<file path="src/rtl/riscv_wb_pkg.sv">
// Shared writeback definitions: default datapath width and the load size/sign encodings.
package riscv_wb_pkg;

  localparam int XLEN_DEF = 64;

  localparam logic [2:0] F3_LB  = 3'b000;
  localparam logic [2:0] F3_LH  = 3'b001;
  localparam logic [2:0] F3_LW  = 3'b010;
  localparam logic [2:0] F3_LD  = 3'b011;
  localparam logic [2:0] F3_LBU = 3'b100;
  localparam logic [2:0] F3_LHU = 3'b101;
  localparam logic [2:0] F3_LWU = 3'b110;

endpackage

</file>
<file path="src/rtl/load_extend.sv">
// Load data extension: selects the low byte/half/word of the raw doubleword and sign- or zero-extends it.
module load_extend
  import riscv_wb_pkg::*;
#(
  parameter int XLEN = XLEN_DEF
) (
  input  logic        [2:0]      funct3,
  input  logic        [XLEN-1:0] raw,
  output logic signed [XLEN-1:0] ext
);

  // The narrow widths assume XLEN >= 64; the unused 111 encoding yields zero.
  always_comb begin
    ext = '0;
    case (funct3)
      F3_LB:   ext = {{(XLEN-8){raw[7]}},   raw[7:0]};
      F3_LH:   ext = {{(XLEN-16){raw[15]}}, raw[15:0]};
      F3_LW:   ext = {{(XLEN-32){raw[31]}}, raw[31:0]};
      F3_LD:   ext = raw;
      F3_LBU:  ext = {{(XLEN-8){1'b0}},     raw[7:0]};
      F3_LHU:  ext = {{(XLEN-16){1'b0}},    raw[15:0]};
      F3_LWU:  ext = {{(XLEN-32){1'b0}},    raw[31:0]};
      default: ext = '0;
    endcase
  end

endmodule

</file>
<file path="src/rtl/wb_stage.sv">
// Dual-issue writeback stage: one register stage, load extension, x0/WAW write suppression, retire counter.
// Define WB_BYPASS_EN to add the fwd_* forwarding outputs for same-cycle decode forwarding.
module wb_stage
  import riscv_wb_pkg::*;
#(
  parameter int XLEN  = XLEN_DEF,
  parameter int CNT_W = 32
) (
  input  logic                    clk,
  input  logic                    rst_n,
  input  logic                    stall,
  input  logic                    flush,
  input  logic                    valid_in1,
  input  logic                    valid_in2,
  input  logic        [4:0]       rd_in1,
  input  logic        [4:0]       rd_in2,
  input  logic signed [XLEN-1:0]  alu_res1,
  input  logic signed [XLEN-1:0]  alu_res2,
  input  logic                    mem_read1,
  input  logic                    mem_read2,
  input  logic        [2:0]       funct3_1,
  input  logic        [2:0]       funct3_2,
  input  logic        [XLEN-1:0]  load_data1,
  input  logic        [XLEN-1:0]  load_data2,
  output logic                    Wen1,
  output logic                    Wen2,
  output logic        [4:0]       Rd_addr1,
  output logic        [4:0]       Rd_addr2,
  output logic signed [XLEN-1:0]  write_data1,
  output logic signed [XLEN-1:0]  write_data2,
`ifdef WB_BYPASS_EN
  output logic                    fwd_valid1,
  output logic                    fwd_valid2,
  output logic        [4:0]       fwd_rd1,
  output logic        [4:0]       fwd_rd2,
  output logic signed [XLEN-1:0]  fwd_data1,
  output logic signed [XLEN-1:0]  fwd_data2,
`endif
  output logic        [CNT_W-1:0] retire_count
);

  logic signed [XLEN-1:0] ext1, ext2;
  logic signed [XLEN-1:0] wdata1, wdata2;
  logic                   vld_in1, vld_in2;
  logic                   vld_p0_1, vld_p0_2;

  load_extend #(.XLEN(XLEN)) u_ext1 (.funct3(funct3_1), .raw(load_data1), .ext(ext1));
  load_extend #(.XLEN(XLEN)) u_ext2 (.funct3(funct3_2), .raw(load_data2), .ext(ext2));

  // Flush and stall both turn the incoming slot into a bubble.
  assign vld_in1 = valid_in1 & ~stall & ~flush;
  assign vld_in2 = valid_in2 & ~stall & ~flush;
  assign wdata1  = mem_read1 ? ext1 : alu_res1;
  assign wdata2  = mem_read2 ? ext2 : alu_res2;

  // ---- stage p0: writeback register ----
  always_ff @(posedge clk or negedge rst_n) begin
    if (!rst_n) begin
      vld_p0_1     <= 1'b0;
      vld_p0_2     <= 1'b0;
      Rd_addr1     <= '0;
      Rd_addr2     <= '0;
      write_data1  <= '0;
      write_data2  <= '0;
      retire_count <= '0;
    end else begin
      vld_p0_1     <= vld_in1;
      vld_p0_2     <= vld_in2;
      Rd_addr1     <= rd_in1;
      Rd_addr2     <= rd_in2;
      write_data1  <= wdata1;
      write_data2  <= wdata2;
      retire_count <= retire_count + CNT_W'(vld_in1) + CNT_W'(vld_in2);
    end
  end

  // Enables decode only registered state; the younger slot wins a same-rd collision.
  assign Wen1 = vld_p0_1 && (Rd_addr1 != 5'd0) && !(vld_p0_2 && (Rd_addr2 == Rd_addr1));
  assign Wen2 = vld_p0_2 && (Rd_addr2 != 5'd0);

`ifdef WB_BYPASS_EN
  assign fwd_valid1 = Wen1;
  assign fwd_valid2 = Wen2;
  assign fwd_rd1    = Rd_addr1;
  assign fwd_rd2    = Rd_addr2;
  assign fwd_data1  = write_data1;
  assign fwd_data2  = write_data2;
`endif

endmodule

</file>
<file path="config.mk">
export PLATFORM = sky130hd
export DESIGN_NAME = wb_stage
export DESIGN_NICKNAME = d
export VERILOG_FILES = /design/src/rtl/riscv_wb_pkg.sv /design/src/rtl/load_extend.sv /design/src/rtl/wb_stage.sv
export SDC_FILE = /design/constraint.sdc
export NUM_CORES = 1
export LEC_CHECK = 0
export CORE_AREA = 2 2 176 178
export CTS_BUF_LIST = sky130_fd_sc_hd__clkbuf_8
export DETAILED_ROUTE_END_ITERATION = 8
export DIE_AREA = 0 0 178 180
export GPL_ROUTABILITY_DRIVEN = 0
export HOLD_SLACK_MARGIN = 0.12
export SLEW_MARGIN = 20
export SYNTH_ARGS = -nofsm -noshare
export SYNTH_HDL_FRONTEND = slang
export SYNTH_SLANG_ARGS = --single-unit
</file>
<file path="constraint.sdc">
create_clock -name clk -period 4.5 [get_ports clk]
set_clock_uncertainty 0.05 [all_clocks]
set_input_delay 1.125 -clock clk [delete_from_list [all_inputs] [get_ports clk]]
set_output_delay 1.125 -clock clk [all_outputs]
set_load 0.03 [all_outputs]
</file>
==> flow_summary.json <==
{
  "irDropWorstVdd_v": 0.000189,
  "synth_area_um2": 7130,
  "overflow": 0,
  "fin_crit_ns": 3.40,
  "start_util_pct": 23.6,
  "worst_slew_pin_slew_ns": 1.07,
  "arrival_ns": 2.23,
  "cts-root-buf": "clkbuf_8",
  "ys_ff_latch": 172,
  "reg2reg_from": "retire_count[0]$_DFF_PN0_",
  "cts_tree": "yes",
  "min_period_over_period_pct": 75.7,
  "wl_um": 28300,
  "critPathLaunch": "Rd_addr1[1]$_DFF_PN0_",
  "io_pins": 452,
  "outcome": "finished, final reports clean",
  "pre_cts_ws_ns": 0.929,
  "port_buffers": 451,
  "fillers": 2886,
  "cts_hold_buffers": 0,
  "rsz0062_at_grt": "false",
  "synth_edf_count": 0,
  "synth_cell_types": 40,
  "firstDrtPassIters": 4,
  "die_width_um": 178,
  "antenna_cells": 0,
  "worstPathRequired_ns": 3.32,
  "hold_start": "retire_count[31]$_DFF_PN0_",
  "hold_depth": 1,
  "first_iter_violations": 405,
  "grt_max_degree": 76,
  "synthArstFlopShare_pct": 100,
  "die_y_um": 180,
  "rows": 64,
  "slew_headroom_pct": 28.5,
  "min_to": "retire_count[31]$_DFF_PN0_",
  "layout_commonest_cell": "clkdlybuf4s50_1",
  "wire_per_inst_um": 19.7,
  "cts.sinks": 172,
  "crit_slowest_cell": "clkdlybuf4s50_1",
  "syn_to_final_growth_pct": 76.0,
  "vias": 6681,
  "critPathMaxStageDelay_ns": 0.60,
  "grt_pass1_vias": 6786,
  "startpoint_type": "flip-flop",
  "power.leakage_nw": 4.91,
  "final_antenna_net_count": 0,
  "ys.flop_type": "dfrtp_1",
  "nets": 1309,
  "p_per_area_nw_per_um2": 328,
  "die-area_um2": 32000,
  "ctsLongestPathBuffers": 2,
  "finalSetupViolCount": 0,
  "postCtsSetupRepairBufs": 0,
  "rr_endpoint": "retire_count[26]$_DFF_PN0_",
  "hp-class": "flip-flop to flip-flop",
  "drive_gt1_share_pct": 6.73,
  "design.core.area_um2": 30200,
  "numCtsBuffers": 17,
  "maxCapViolations": 0,
  "clk_latency_ns": 0.48,
  "grt_usage_pct": 17.5,
  "timing.setup.tns_ns": 0,
  "layout_common_cells": "clkdlybuf4s50_1, dfrtp_1, a21oi_1",
  "finalHoldViolCount": 0,
  "syn_area_per_cell_um2": 12.1,
  "clk_pin_slew_ns": 0.10,
  "path_cells": "or4_1 -> o21ai_0 -> a31oi_1 -> clkdlybuf4s50_1",
  "end_kind": "primary output",
  "viasPerCell": 4.65,
  "ctsResizeCount": 0,
  "r2r_setup_slack_ns": 2.56,
  "crit_fanout": 3,
  "worst_r2r_path_depth": 6,
  "drc": 0,
  "synth_cells": 588,
  "htreeDepth": 4,
  "max_freq_ghz": 0.294,
  "grt_pass1_wl_um": 42000,
  "yosysWarnings": 0,
  "slew_viol_final": 0,
  "yosysSeqAreaShare_pct": 60.4,
  "setup_ws_ns": 1.10,
  "grt_antenna_before_repair": 0,
  "critPathKind": "flip-flop to primary output",
  "syn-num-nets": 870,
  "dp_hpwl_um": 21600
}
## how the worst max path moves through the flow
stage	to	slack (ns)
detailed placement	retire_count[22]$_DFF_PN0_	0.93
global placement	retire_count[28]$_DFF_PN0_	0.93
global route	Wen1	0.99
CTS	Wen1	1.04
floorplan	retire_count[16]$_DFF_PN0_	1.67
finish	Wen1	1.10
## worst max-delay path: cells and delay by family, from the launching register on
family / cells / cell delay [ns]
AOI/OAI and AO/OA: 2 / 0.21
buffers and inverters: 1 / 0.60
DFF: 1 / 0.42
and+or+nand+nor: 1 / 0.52
## synthesized netlist by cell type (3+ instances only)
cell type / n / area (µm²)
buf_2: 14 / 70.1
inv_1: 3 / 11.3
xor2_1: 9 / 78.8
o2bb2ai_1: 110 / 963
nand3_1: 13 / 65.1
nor4_1: 3 / 18.8
nor2_1: 7 / 26.3
and3_1: 3 / 18.8
a22o_1: 16 / 140
xnor2_1: 26 / 228
and2_1: 3 / 18.8
o21a_1: 3 / 22.5
nand4_1: 13 / 81.3
a21oi_1: 114 / 571
nand2_1: 11 / 41.3
dfrtp_1: 172 / 4300
clkbuf_1: 32 / 120
## power breakdown
part           internal, W  switching [W]  leakage, nW  total [W]
sequential         0.00167      0.0000686         2.16    0.00174
clock             0.000633       0.000650        0.224    0.00128
combinational     0.000531       0.000566         2.53    0.00110
total              0.00283        0.00128         4.91    0.00412
## sequential cells by signal (all words and copies together) (netlist names)
register and count:
write_data1 64, write_data2 64, retire_count 32, Rd_addr1 5, Rd_addr2 5, vld_p0_1 1
vld_p0_2 1
## stage by stage
| step | util, % | total power, W | cell area [µm²] | std cells | hold WS (ns) |
|---|---|---|---|---|---|
| after floorplan | - | 0.00223 | 7130 | 588 | 0.603 |
| after global placement | 40.1 | 0.00286 | 12100 | 1404 | 0.419 |
| after detailed placement | 40.1 | 0.00287 | 12100 | 1404 | 0.418 |
| after CTS | 41.6 | 0.00416 | 12500 | 1436 | 0.438 |
| after global routing | 41.6 | 0.00429 | 12500 | 1436 | 0.464 |
| final | 41.6 | 0.00412 | 12500 | 1436 | 0.427 |
## logic make-up (layout without fill, tap and decap cells)
| group | after synthesis | count (layout) | synth area share, % |
|---|---|---|---|
| buffers and inverters | 53 | 505 | 3.25 |
| DFF | 172 | 172 | 60.4 |
| xor gates and xnor gates | 35 | 35 | 4.30 |
| muxes | 2 | 2 | 0.281 |
| adders and majority gates | 2 | 2 | 0.456 |
| AOI/OAI and AO/OA | 249 | 249 | 24.5 |
| and+or+nand+nor | 75 | 75 | 6.81 |
## routing by layer
metal / vias up / part of all wire, % / global-route usage (%) / routed length, µm
li1: 3071 / - / - / -
met1: 3330 / 42 / 22.4 / 12000
met2: 252 / 50 / 29.1 / 14100
met3: 28 / 6.0 / 3.98 / 1690
met4: 0 / 1.8 / 5.41 / 504
met5: - / 0 / 0 / 0
## layout make-up
cell class	count	area, µm²	share of cell area, %
sequential	172	4300	34.3
timing repair buffer	468	4660	37.1
multi-input combinational	363	2620	20.9
clock buffer	18	248	1.97
clock inverter	14	206	1.65
tap	396	495	3.95
inverter	5	18.8	0.150
Note: power is estimated with default switching activity, not from simulation.
